<file path="src/rtl/multiplier.sv">
`default_nettype none
// ============================================================================
// Module  : multiplier
// Brief   : Signed radix-4 Booth multiplier, adder tree, >>> rescale, 0..3 stages
// Rev     : 1.0
// ============================================================================
module multiplier #(
  parameter int A_WIDTH   = 10,
  parameter int B_WIDTH   = 10,
  parameter int OUT_WIDTH = A_WIDTH,
  parameter int FRAC_BITS = 0,
  parameter int LATENCY   = 0
) (
  input  logic                 clk,
  input  logic                 rst,
  input  logic [A_WIDTH-1:0]   a,
  input  logic [B_WIDTH-1:0]   b,
  input  logic                 valid_in,
  output logic [OUT_WIDTH-1:0] p,
  output logic                 valid_out
);

  localparam int c_W   = A_WIDTH + B_WIDTH;
  localparam int c_NPP = (B_WIDTH + 2) / 2;

  function automatic int f_cnt(input int lvl);
    int n;
    n = c_NPP;
    for (int k = 0; k < lvl; k++) n = (n + 1) / 2;
    return n;
  endfunction

  function automatic int f_nlev(input int npp);
    int n;
    int l;
    n = npp;
    l = 0;
    while (n > 1) begin
      n = (n + 1) / 2;
      l++;
    end
    return l;
  endfunction

  localparam int c_NLEV  = f_nlev(c_NPP);
  localparam int c_EXTRA = (LATENCY > c_NLEV + 1) ? (LATENCY - c_NLEV - 1) : 0;
  localparam int c_SW    = (c_W > OUT_WIDTH) ? c_W : OUT_WIDTH;

  logic [c_W-1:0]     w_a_ext;
  logic [2*c_NPP:0]   w_bext;
  logic [c_W-1:0]     w_node [0:c_NLEV][0:c_NPP-1];
  logic [c_W-1:0]     w_q    [0:c_NLEV][0:c_NPP-1];

  assign w_a_ext = c_W'($signed(a));
  assign w_bext  = {{(2*c_NPP-B_WIDTH){b[B_WIDTH-1]}}, b, 1'b0};

  // Each digit looks at b[2i+1], b[2i], b[2i-1] and selects 0, +-a or +-2a.
  for (genvar i = 0; i < c_NPP; i++) begin : g_booth
    logic [2:0]     w_dig;
    logic [c_W-1:0] w_mag;
    assign w_dig = w_bext[2*i+2 -: 3];
    always_comb begin
      w_mag = '0;
      case (w_dig)
        3'b001, 3'b010, 3'b101, 3'b110: w_mag = w_a_ext;
        3'b011, 3'b100:                 w_mag = {w_a_ext[c_W-2:0], 1'b0};
        default:                        w_mag = '0;
      endcase
    end
    assign w_node[0][i] = (w_dig[2] ? (~w_mag + 1'b1) : w_mag) << (2*i);
  end

  // Level 0 holds the Booth terms; level l+1 pairs up level l. A stage register
  // sits at the boundary of every level below LATENCY.
  for (genvar l = 0; l <= c_NLEV; l++) begin : g_lvl
    for (genvar j = 0; j < c_NPP; j++) begin : g_node
      if (j >= f_cnt(l)) begin : g_idle
        assign w_q[l][j] = '0;
        if (l > 0) begin : g_idle_in
          assign w_node[l][j] = '0;
        end
      end else begin : g_live
        if (l > 0) begin : g_sum
          if (2*j+1 < f_cnt(l-1)) begin : g_add
            assign w_node[l][j] = w_q[l-1][2*j] + w_q[l-1][2*j+1];
          end else begin : g_pass
            assign w_node[l][j] = w_q[l-1][2*j];
          end
        end
        if (l < LATENCY) begin : g_reg
          logic [c_W-1:0] r_pp;
          always_ff @(posedge clk or posedge rst) begin
            if (rst) r_pp <= '0;
            else     r_pp <= w_node[l][j];
          end
          assign w_q[l][j] = r_pp;
        end else begin : g_wire
          assign w_q[l][j] = w_node[l][j];
        end
      end
    end
  end

  logic signed [c_SW-1:0] w_full;
  logic signed [c_SW-1:0] w_scaled;
  logic [OUT_WIDTH-1:0]   w_res;

  assign w_full   = c_SW'($signed(w_q[c_NLEV][0]));
  assign w_scaled = w_full >>> FRAC_BITS;
  assign w_res    = w_scaled[OUT_WIDTH-1:0];

  if (c_EXTRA == 0) begin : g_no_extra
    assign p = w_res;
  end else begin : g_extra
    logic [OUT_WIDTH-1:0] r_out [0:c_EXTRA-1];
    always_ff @(posedge clk or posedge rst) begin
      if (rst) begin
        for (int k = 0; k < c_EXTRA; k++) r_out[k] <= '0;
      end else begin
        r_out[0] <= w_res;
        for (int k = 1; k < c_EXTRA; k++) r_out[k] <= r_out[k-1];
      end
    end
    assign p = r_out[c_EXTRA-1];
  end

  if (LATENCY == 0) begin : g_vcomb
    assign valid_out = valid_in;
  end else begin : g_vpipe
    logic [LATENCY-1:0] r_vsr;
    always_ff @(posedge clk or posedge rst) begin
      if (rst) r_vsr <= '0;
      else     r_vsr <= (r_vsr << 1) | LATENCY'(valid_in);
    end
    assign valid_out = r_vsr[LATENCY-1];
  end

  // Upper bits of the rescaled product are discarded by design; clk/rst are idle at LATENCY 0.
  logic w_unused;
  assign w_unused = ^{clk, rst, w_scaled};

endmodule
`default_nettype wire

</file>
<file path="config.mk">
export PLATFORM = sky130hd
export DESIGN_NAME = multiplier
export DESIGN_NICKNAME = d
export VERILOG_FILES = /design/src/rtl/multiplier.sv
export SDC_FILE = /design/constraint.sdc
export NUM_CORES = 1
export LEC_CHECK = 0
export BUFFER_PORTS_ARGS = -buffer_cell sky130_fd_sc_hd__buf_2
export CELL_PAD_IN_SITES_DETAIL_PLACEMENT = 0
export CELL_PAD_IN_SITES_GLOBAL_PLACEMENT = 1
export CORE_AREA = 10 10 89 68
export DETAILED_ROUTE_END_ITERATION = 8
export DIE_AREA = 0 0 99 78
export PLACE_DENSITY = 0.83
export SLEW_MARGIN = 20
export SYNTH_ARGS = -nofsm -noshare
export SYNTH_HDL_FRONTEND = slang
export SYNTH_SLANG_ARGS = --single-unit
</file>
<file path="constraint.sdc">
create_clock -name vclk -period 8
set_input_delay 1.6 -clock vclk [all_inputs]
set_output_delay 1.6 -clock vclk [all_outputs]
set_load 0.1 [all_outputs]
</file>
==> results of run 1 <==
## kinds of logic (layout without fill, tap and decap cells)
family	Yosys count	after routing	synth area share
AO/OA/AOI/OAI	73	73	0.265
XOR/XNOR	23	23	0.128
adder cells (fa/ha/maj)	35	35	0.286
buffers and inverters	42	66	0.0914
multiplexers	5	5	0.0307
AND/OR/NAND/NOR	74	74	0.199
## power by group
group          internal (mW)  switching [mW]
Clock                      0               0
Combinational          0.217           0.510
Sequential                 0               0
## cell type report
type	instances	area, µm²
tap	57	71.3
timing repair buffer	42	255
fill	471	2430
multi-input combinational	210	1650
inverter	24	90.1
## per-layer routing
metal,wire [µm],track usage
met2,2010,0.184
met1,2520,0.186
met4,58,0.0200
met3,247,0.0106
met5,0,0
## worst min-delay path by stage
stage | slack, ns | cells past startpoint | endpoint | startpoint
2_1_floorplan | 3.41 | 1 | valid_out | valid_in
3_3_place_gp | 3.20 | 0 | valid_out | valid_in
3_5_place_dp | 3.20 | 0 | valid_out | valid_in
4_1_cts | 3.20 | 0 | valid_out | valid_in
5_1_grt | 3.20 | 0 | valid_out | valid_in
6_report | 3.20 | 0 | valid_out | valid_in
## Yosys cell counts (3+ instances only)
master / number
nand2_1: 27
ha_1: 25
inv_1: 24
nor2_1: 17
o21ai_0: 17
a21oi_1: 16
a22oi_1: 15
clkbuf_1: 13
xnor2_1: 13
fa_1: 10
xor2_1: 8
nand3_1: 7
a21o_1: 5
nand2b_1: 4
a21boi_0: 3
a221oi_1: 3
mux2_2: 3
nor3_1: 3
o22ai_1: 3
## stage by stage
| step | instances | worst slack [ns] | hold WS [ns] | TNS (ns) |
|---|---|---|---|---|
| after floorplan | 252 | -0.0507 | 3.41 | -0.0507 |
| after global placement | 333 | 0.213 | 3.20 | 0 |
| after detailed placement | 333 | 0.135 | 3.20 | 0 |
| after CTS | 333 | 0.112 | 3.20 | 0 |
| after global routing | 333 | 0.0443 | 3.20 | 0 |
| final | 333 | 0.230 | 3.20 | 0 |
==> impl_results.md, run 1 <==
- Layout net count: 336
- Mapped Nets: 310
- Startpoint Class: primary input
- Crit Path Max Fanout: 5
- Vias in the first global route: 1716
- Post-detailed-routing wire length: about 4800 µm
- Post-CTS setup buffer count: 0
- Die area: 0.00772 mm²
- Placer Congestion: about 0.86
- Detailed placement HPWL: about 4000 µm
- Area leader, netlist: ha_1
- Worst-Margin Slew: 0.497 ns
- Number of sequential cells: 0
- WL/cell: 14.5 µm
- Die Y-Extent: 78 µm
- Rel. slew slack: 0.671
- Top-area cell type share of the netlist area: 0.174
- Post-synthesis cell area: between 0.0015 and 0.002 mm²
- First-pass GRT wire length: roughly 8300 µm
- Critical path depth: 21
- WP buf/inv: 5
- CTS resizes: 0
- Gr usage total: 0.123
- Slowest stage delay, CP: between 0.5 and 0.6 ns
- Routed vias: ~1800
- Residual DRC: 0
- Diode count: 0
- Mean Syn Cell Area: 7.12 µm²
- CP Data Required Time: 6.40 ns
- Starting Density: 0.399
- Cts hold-fix bufs: 0
- Distinct cells, synth: 46
- Row cnt: 21
- Crit-path slowest cell: fa_1
- YS warnings: 0
- Final Max Tran Viols: 0
- Worst hold path class: in -> out
- Post-synthesis sequential area ratio: 0
- Layout area overhead: 14.9%
- Power per cell area: about 350 mW/mm²
- Setup CP Type: in -> out
- Crit path DAT: 6.17 ns
- CORE AREA: 0.00449 mm²
- DP Area: between 0.002 and 0.0025 mm²
- Die W: between 90 and 100 µm
- Final hold violations: 0
- CP endpoint: p[9]
- RSZ-0062 raised after global routing: no
- Most frequent cells in the layout: 29 x buf_2, 27 x nand2_1, 25 x ha_1
- Fmax: 129 MHz
- Register Area: 0 µm²
- Design Area, Final: 0.00206 mm²
- Max IR drop VDD: 0.000879 V
- I/O pin cnt: 34
- GRT overflow: 0
- Leak pwr: ~1.0 nW
- Via/cell ratio: between 5 and 6
- Status: finished, final reports clean
- Post-Syn Instances: ~250
- Critical Path Sink Type: output port
- Final setup viols: 0
- Final ANT Viol Nets: 0
- Min Tclk post-route: roughly 7.8 ns
- Tot Pwr: around 730 µW
- Largest cells by area after synthesis: ha_1 17%, fa_1 11%, xnor2_1 6.3%
- Largest net degree at the start of global routing: 22
- Iteration-0 DRC Markers: 95
- Critical-path cell list: buf_2 -> inv_1 -> ha_1 -> mux2_2 -> a22oi_1 -> ha_1 -> nand4_1 -> nand2_1 -> xor2_1 -> fa_1 -> inv_1 -> fa_1 -> inv_1 -> ha_1 -> fa_2 -> a21o_1 -> a21oi_2 -> xor2_1 -> xnor2_1 -> xnor3_2 -> buf_12
- Clock buffers: 0
- Final Util: 0.459
- Port buffer count: 30
- CP top delay family: adder cells
- Most common cell after layout, fill and taps aside: buf_2
- Initial antenna violation count: 0
- Ratio of cells with drive above 1 in the final layout: 0.192
- Crit. Startpoint: b[1]
- Tcrit/Tclk final: 0.971
- Drt pass-1 iters: 4
- Maxcap violations: 0
(Power assumes the default switching activity.)
==> run 2, diff against run 1 <==
- CORE_AREA: 10 10 89 68 -> 10 10 94 71
- DIE_AREA: 0 0 99 78 -> 0 0 104 81
- PLACE_DENSITY: 0.83 -> 0.78
- clock period: 8 -> 6.35 ns (I/O delays scaled with it)
==> run 2 against run 1 <==
Combinational power rose by 61%. Die area rose by 9.1%. Non-clock buffer count rose by 48. The run now ends with setup timing left. Largest cell class unchanged.
==> impl_results.md, run 2 (synthesized netlist as in run 1, its figures left out) <==
- Worst-Margin Slew: just under 0.5 ns
- Crit Path Max Fanout: 3
- Clock buffers: 0
- Tcrit/Tclk final: 1.07
- Post-detailed-routing wire length: around 5400 µm
- Fmax: about 150 MHz
- Final Util: 0.537
- Drt pass-1 iters: 4
- Residual DRC: 0
- Post-CTS setup buffer count: 0
- Leak pwr: about 1.3 nW
- Failing checks: setup timing
- Diode count: 0
- Clock Power Share: 0
- CP Data Required Time: around 5 ns
- Largest net degree at the start of global routing: 22
- Row cnt: 22
- Cts hold-fix bufs: 0
- Vias in the first global route: approximately 2000
- Setup CP Type: in -> out
- DP Area: 0.00259 mm²
- Comb pwr share: 1.000
- Sw frac: 0.603
- WL/cell: approximately 14 µm
- Iteration-0 DRC Markers: approximately 110
- RSZ-0062 raised after global routing: yes
- Crit path DAT: roughly 5.5 ns
- Status: finished with violations
- Maxcap violations: 0
- Placer Congestion: approximately 0.89
- Final hold violations: 0
- Initial antenna violation count: 0
- Design Area, Final: about 0.0027 mm²
- Final setup viols: 1
- Internal Power: approximately 470 µW
- Area of the multi-input gates: approximately 0.0018 mm²
- Final Max Tran Viols: 0
- Die area: approximately 0.0084 mm²
- P_sw: just over 700 µW
- CORE AREA: ~0.0050 mm²
- Starting Density: 0.358
- Gr usage total: 0.131
- Register Area: 0 µm²
- Sequential share of power: 0
- Filler cells: ~500
- Worst hold path class: in -> out
- Max IR drop VDD: 0.000829 V
- Min Tclk post-route: 6.79 ns
- Layout net count: 384
- Die Y-Extent: around 80 µm
- Worst Hold Slack: about 2.5 ns
- Via/cell ratio: between 5 and 6
- Layout area overhead: 49.9%
- Startpoint Class: primary input
- Routed vias: roughly 2000
- Ratio of cells with drive above 1 in the final layout: 0.398
- Most common cell after layout, fill and taps aside: buf_4
- I/O pin cnt: 34
- GRT overflow: 0
- Most frequent cells in the layout: 59 x buf_4, 26 x nand2_1, 24 x buf_2
- Number of sequential cells: 0
- Detailed placement HPWL: roughly 4500 µm
- Critical Path Sink Type: output port
- Die W: around 100 µm
- Final ANT Viol Nets: 0
- First-pass GRT wire length: 9590 µm
- Worst setup margin: -0.436 ns
- Port buffer count: 30
- Rel. slew slack: 0.672
- Power per cell area: around 440 mW/mm²
[run 2: power groups by stage]
stage / logic [mW] / registers [mW] / clock network [mW]
finish: 1.17 / 0 / 0
global route: 1.24 / 0 / 0
CTS: 1.14 / 0 / 0
detailed placement: 1.06 / 0 / 0
global placement: 1.05 / 0 / 0
floorplan: 0.801 / 0 / 0
[run 2: metrics by stage]
| step | setup WS (ns) | std cells | power (mW) | setup TNS (ns) |
|---|---|---|---|---|
| global route | -0.617 | 396 | 1.24 | -0.643 |
| detailed placement | -0.613 | 396 | 1.06 | -0.613 |
| CTS | -0.516 | 396 | 1.14 | -0.516 |
| finish | -0.436 | 396 | 1.17 | -0.436 |
| floorplan | -0.171 | 252 | 0.801 | -0.298 |
| global placement | -0.546 | 396 | 1.05 | -0.546 |
[run 2: area by class of cell]
class | instances | area share
inverter | 24 | 0.0358
multi-input combinational | 210 | 0.676
tap | 72 | 0.0335
timing repair buffer | 90 | 0.255
[run 2: repair_timing]
action | in CTS | in global routing
pin swaps | 2 | 3
gates resized for setup | 7 | 16
setup endpoints to repair | 1 | 2
[run 2: final timing paths]
| check | cells past startpoint | start | slack (ns) | to |
|---|---|---|---|---|
| worst max-delay path | 18 | b[3] | -0.44 | p[9] |
| worst min-delay path | 0 | valid_in | 2.54 | valid_out |
[run 2: worst max-delay path, stage by stage]
cell     delay (ns)
buf_4          0.13
ha_2           0.18
mux2_4         0.29
a22oi_2        0.17
ha_2           0.23
a41oi_2        0.12
xnor2_2        0.18
fa_1           0.49
inv_1          0.05
fa_1           0.49
fa_1           0.55
inv_2          0.05
ha_4           0.22
a21oi_4        0.17
xor2_2         0.20
xnor2_2        0.15
xnor3_4        0.37
buf_12         0.19
[run 2: per-layer routing]
layer  routed length [µm]  share of wire  GRT usage
met1                 2830           0.52      0.193
met2                 2370           0.43      0.215
met3                  247          0.045    0.00711
met4                    0              0    0.00554
met5                    0              0          0
==> run 3, diff against run 2 <==
- BUFFER_PORTS_ARGS: -buffer_cell sky130_fd_sc_hd__buf_2 -> -buffer_cell sky130_fd_sc_hd__buf_4
==> run 3 against run 2 <==
The flow still finishes with violations (setup timing). Global-route usage increased by 0.088 points. First-iteration DRC count increased by 39%. Worst setup slack improved by 0.031 ns. Critical path depth increased by 2. Power decreased by 6.7%.
==> impl_results.md, run 3 (synthesized netlist as in run 1, its figures left out) <==
- Status: finished with violations
- Failing checks: setup timing
- Ratio of cells with drive above 1 in the final layout: 0.418
- Die W: 104 µm
- Gr usage total: 0.132
- First-pass GRT wire length: about 9500 µm
- Crit Path Max Fanout: 10
- Clock buffers: 0
- Final setup viols: 1
- Row cnt: 22
- Worst setup margin: -0.405 ns
- Critical-path cell list: buf_4 -> buf_4 -> mux2_4 -> a22oi_2 -> ha_2 -> nand4_1 -> nand2_1 -> xor2_1 -> fa_1 -> inv_2 -> fa_1 -> inv_2 -> ha_4 -> fa_2 -> a21o_1 -> a21oi_4 -> xor2_2 -> xnor2_2 -> xnor3_4 -> buf_12
- I/O pin cnt: 34
- Most common cell after layout, fill and taps aside: buf_4
- CP top delay family: adder cells
- Diode count: 0
- Die area: 0.00842 mm²
- Worst hold path class: in -> out
- Cells after DPL: 398
- Rel. slew slack: 0.723
- Setup CP Type: in -> out
- Leak pwr: ~1.3 nW
- Via/cell ratio: 5.11
- CP endpoint: p[9]
- Detailed placement HPWL: roughly 4700 µm
- Crit. Startpoint: b[3]
- Place WS: -0.559 ns
- Power per cell area: 395 mW/mm²
- Largest net degree at the start of global routing: 22
- Most frequent cells in the layout: 92 x buf_4, 26 x nand2_1, 18 x inv_1
- RSZ-0062 raised after global routing: yes
- Fmax: about 150 MHz
- Routed vias: 2053
- Crit path DAT: around 5.5 ns
- CORE AREA: 0.00501 mm²
- Maxcap violations: 0
- Layout net count: 390
- DP Area: around 0.0026 mm²
- Startpoint Class: primary input
- Max IR drop VDD: 0.000796 V
- Area of the multi-input gates: approximately 0.0018 mm²
- Critical path depth: 20
- WL/cell: around 14 µm
- Initial antenna violation count: 0
- CP Data Required Time: between 5 and 6 ns
- Drt pass-1 iters: 4
- Final hold violations: 0
- Layout area overhead: 54.2%
- Critical Path Sink Type: output port
- Residual DRC: 0
- Post-detailed-routing wire length: between 5000 and 6000 µm
- Final ANT Viol Nets: 0
- Tcrit/Tclk final: 1.06
- Hold Crit Start: valid_in
- Worst-Margin Slew: ~0.41 ns
- Port buffer count: 30
- Register Area: 0 µm²
- Vias in the first global route: approximately 2000
- Final Max Tran Viols: 0
- Die Y-Extent: 81 µm
- Min Tclk post-route: 6.76 ns
- Non-filler instance count after layout: ~400
- Crit-path slowest cell: fa_1
- Starting Density: 0.358
- Tot Pwr: between 1 and 1.5 mW
- WP buf/inv: 5
- Slowest stage delay, CP: about 0.51 ns
- Number of sequential cells: 0
- Design Area, Final: ~0.0028 mm²
- GRT overflow: 0
- Iteration-0 DRC Markers: between 150 and 200
- Filler cells: about 480
- Placer Congestion: around 0.86
## run 3: cell types whose count changed in the layout (fill, tap and decap cells not counted), moves of 2 or more
cell,before,now
buf_4,59,92
buf_2,24,0
buf_12,5,1
buf_8,0,2
ha_4,4,6
## run 3: what timing repair did
item / CTS / global route
buffers inserted: 3 / 1
setup endpoints to repair: 1 / 2
hold buffers: 0 / 0
pin swaps: 10 / 13
resized for setup: 11 / 17
## run 3: layout make-up
class | instances | area share
Inverter | 24 | 0.0348
Timing Repair Buffer | 96 | 0.272
Tap cell | 72 | 0.0326
Multi-Input combinational cell | 210 | 0.661
## run 3: power by group
group	leakage, nW	internal (mW)	total, mW	switching [mW]
Combinational	1.31	0.408	1.09	0.684
Sequential	0	0	0	0
Clock	0	0	0	0
Total	1.31	0.408	1.09	0.684
## run 3: stage by stage
stage	hold slack (ns)	TNS, ns	util
floorplan	2.75	-0.298	-
global placement	2.54	-0.505	0.524
detailed placement	2.54	-0.559	0.524
CTS	2.54	-0.467	0.537
global route	2.54	-0.667	0.552
finish	2.54	-0.405	0.552
## run 3: layer usage
metal	routed length, µm	up-vias	track usage	share of wire
li1	-	1045	-	-
met1	2880	961	0.189	0.51
met2	2570	47	0.227	0.46
met3	195	0	0.00316	0.035
met4	0	0	0.00831	0
met5	0	-	0	0
## run 3: how the worst min path moves through the flow
stage          cells after the start  slack, ns   endpoint
2_1_floorplan                      1       2.75  valid_out
3_5_place_dp                       0       2.54  valid_out
4_1_cts                            0       2.54  valid_out
5_1_grt                            0       2.54  valid_out
6_report                           0       2.54  valid_out
3_3_place_gp                       0       2.54  valid_out
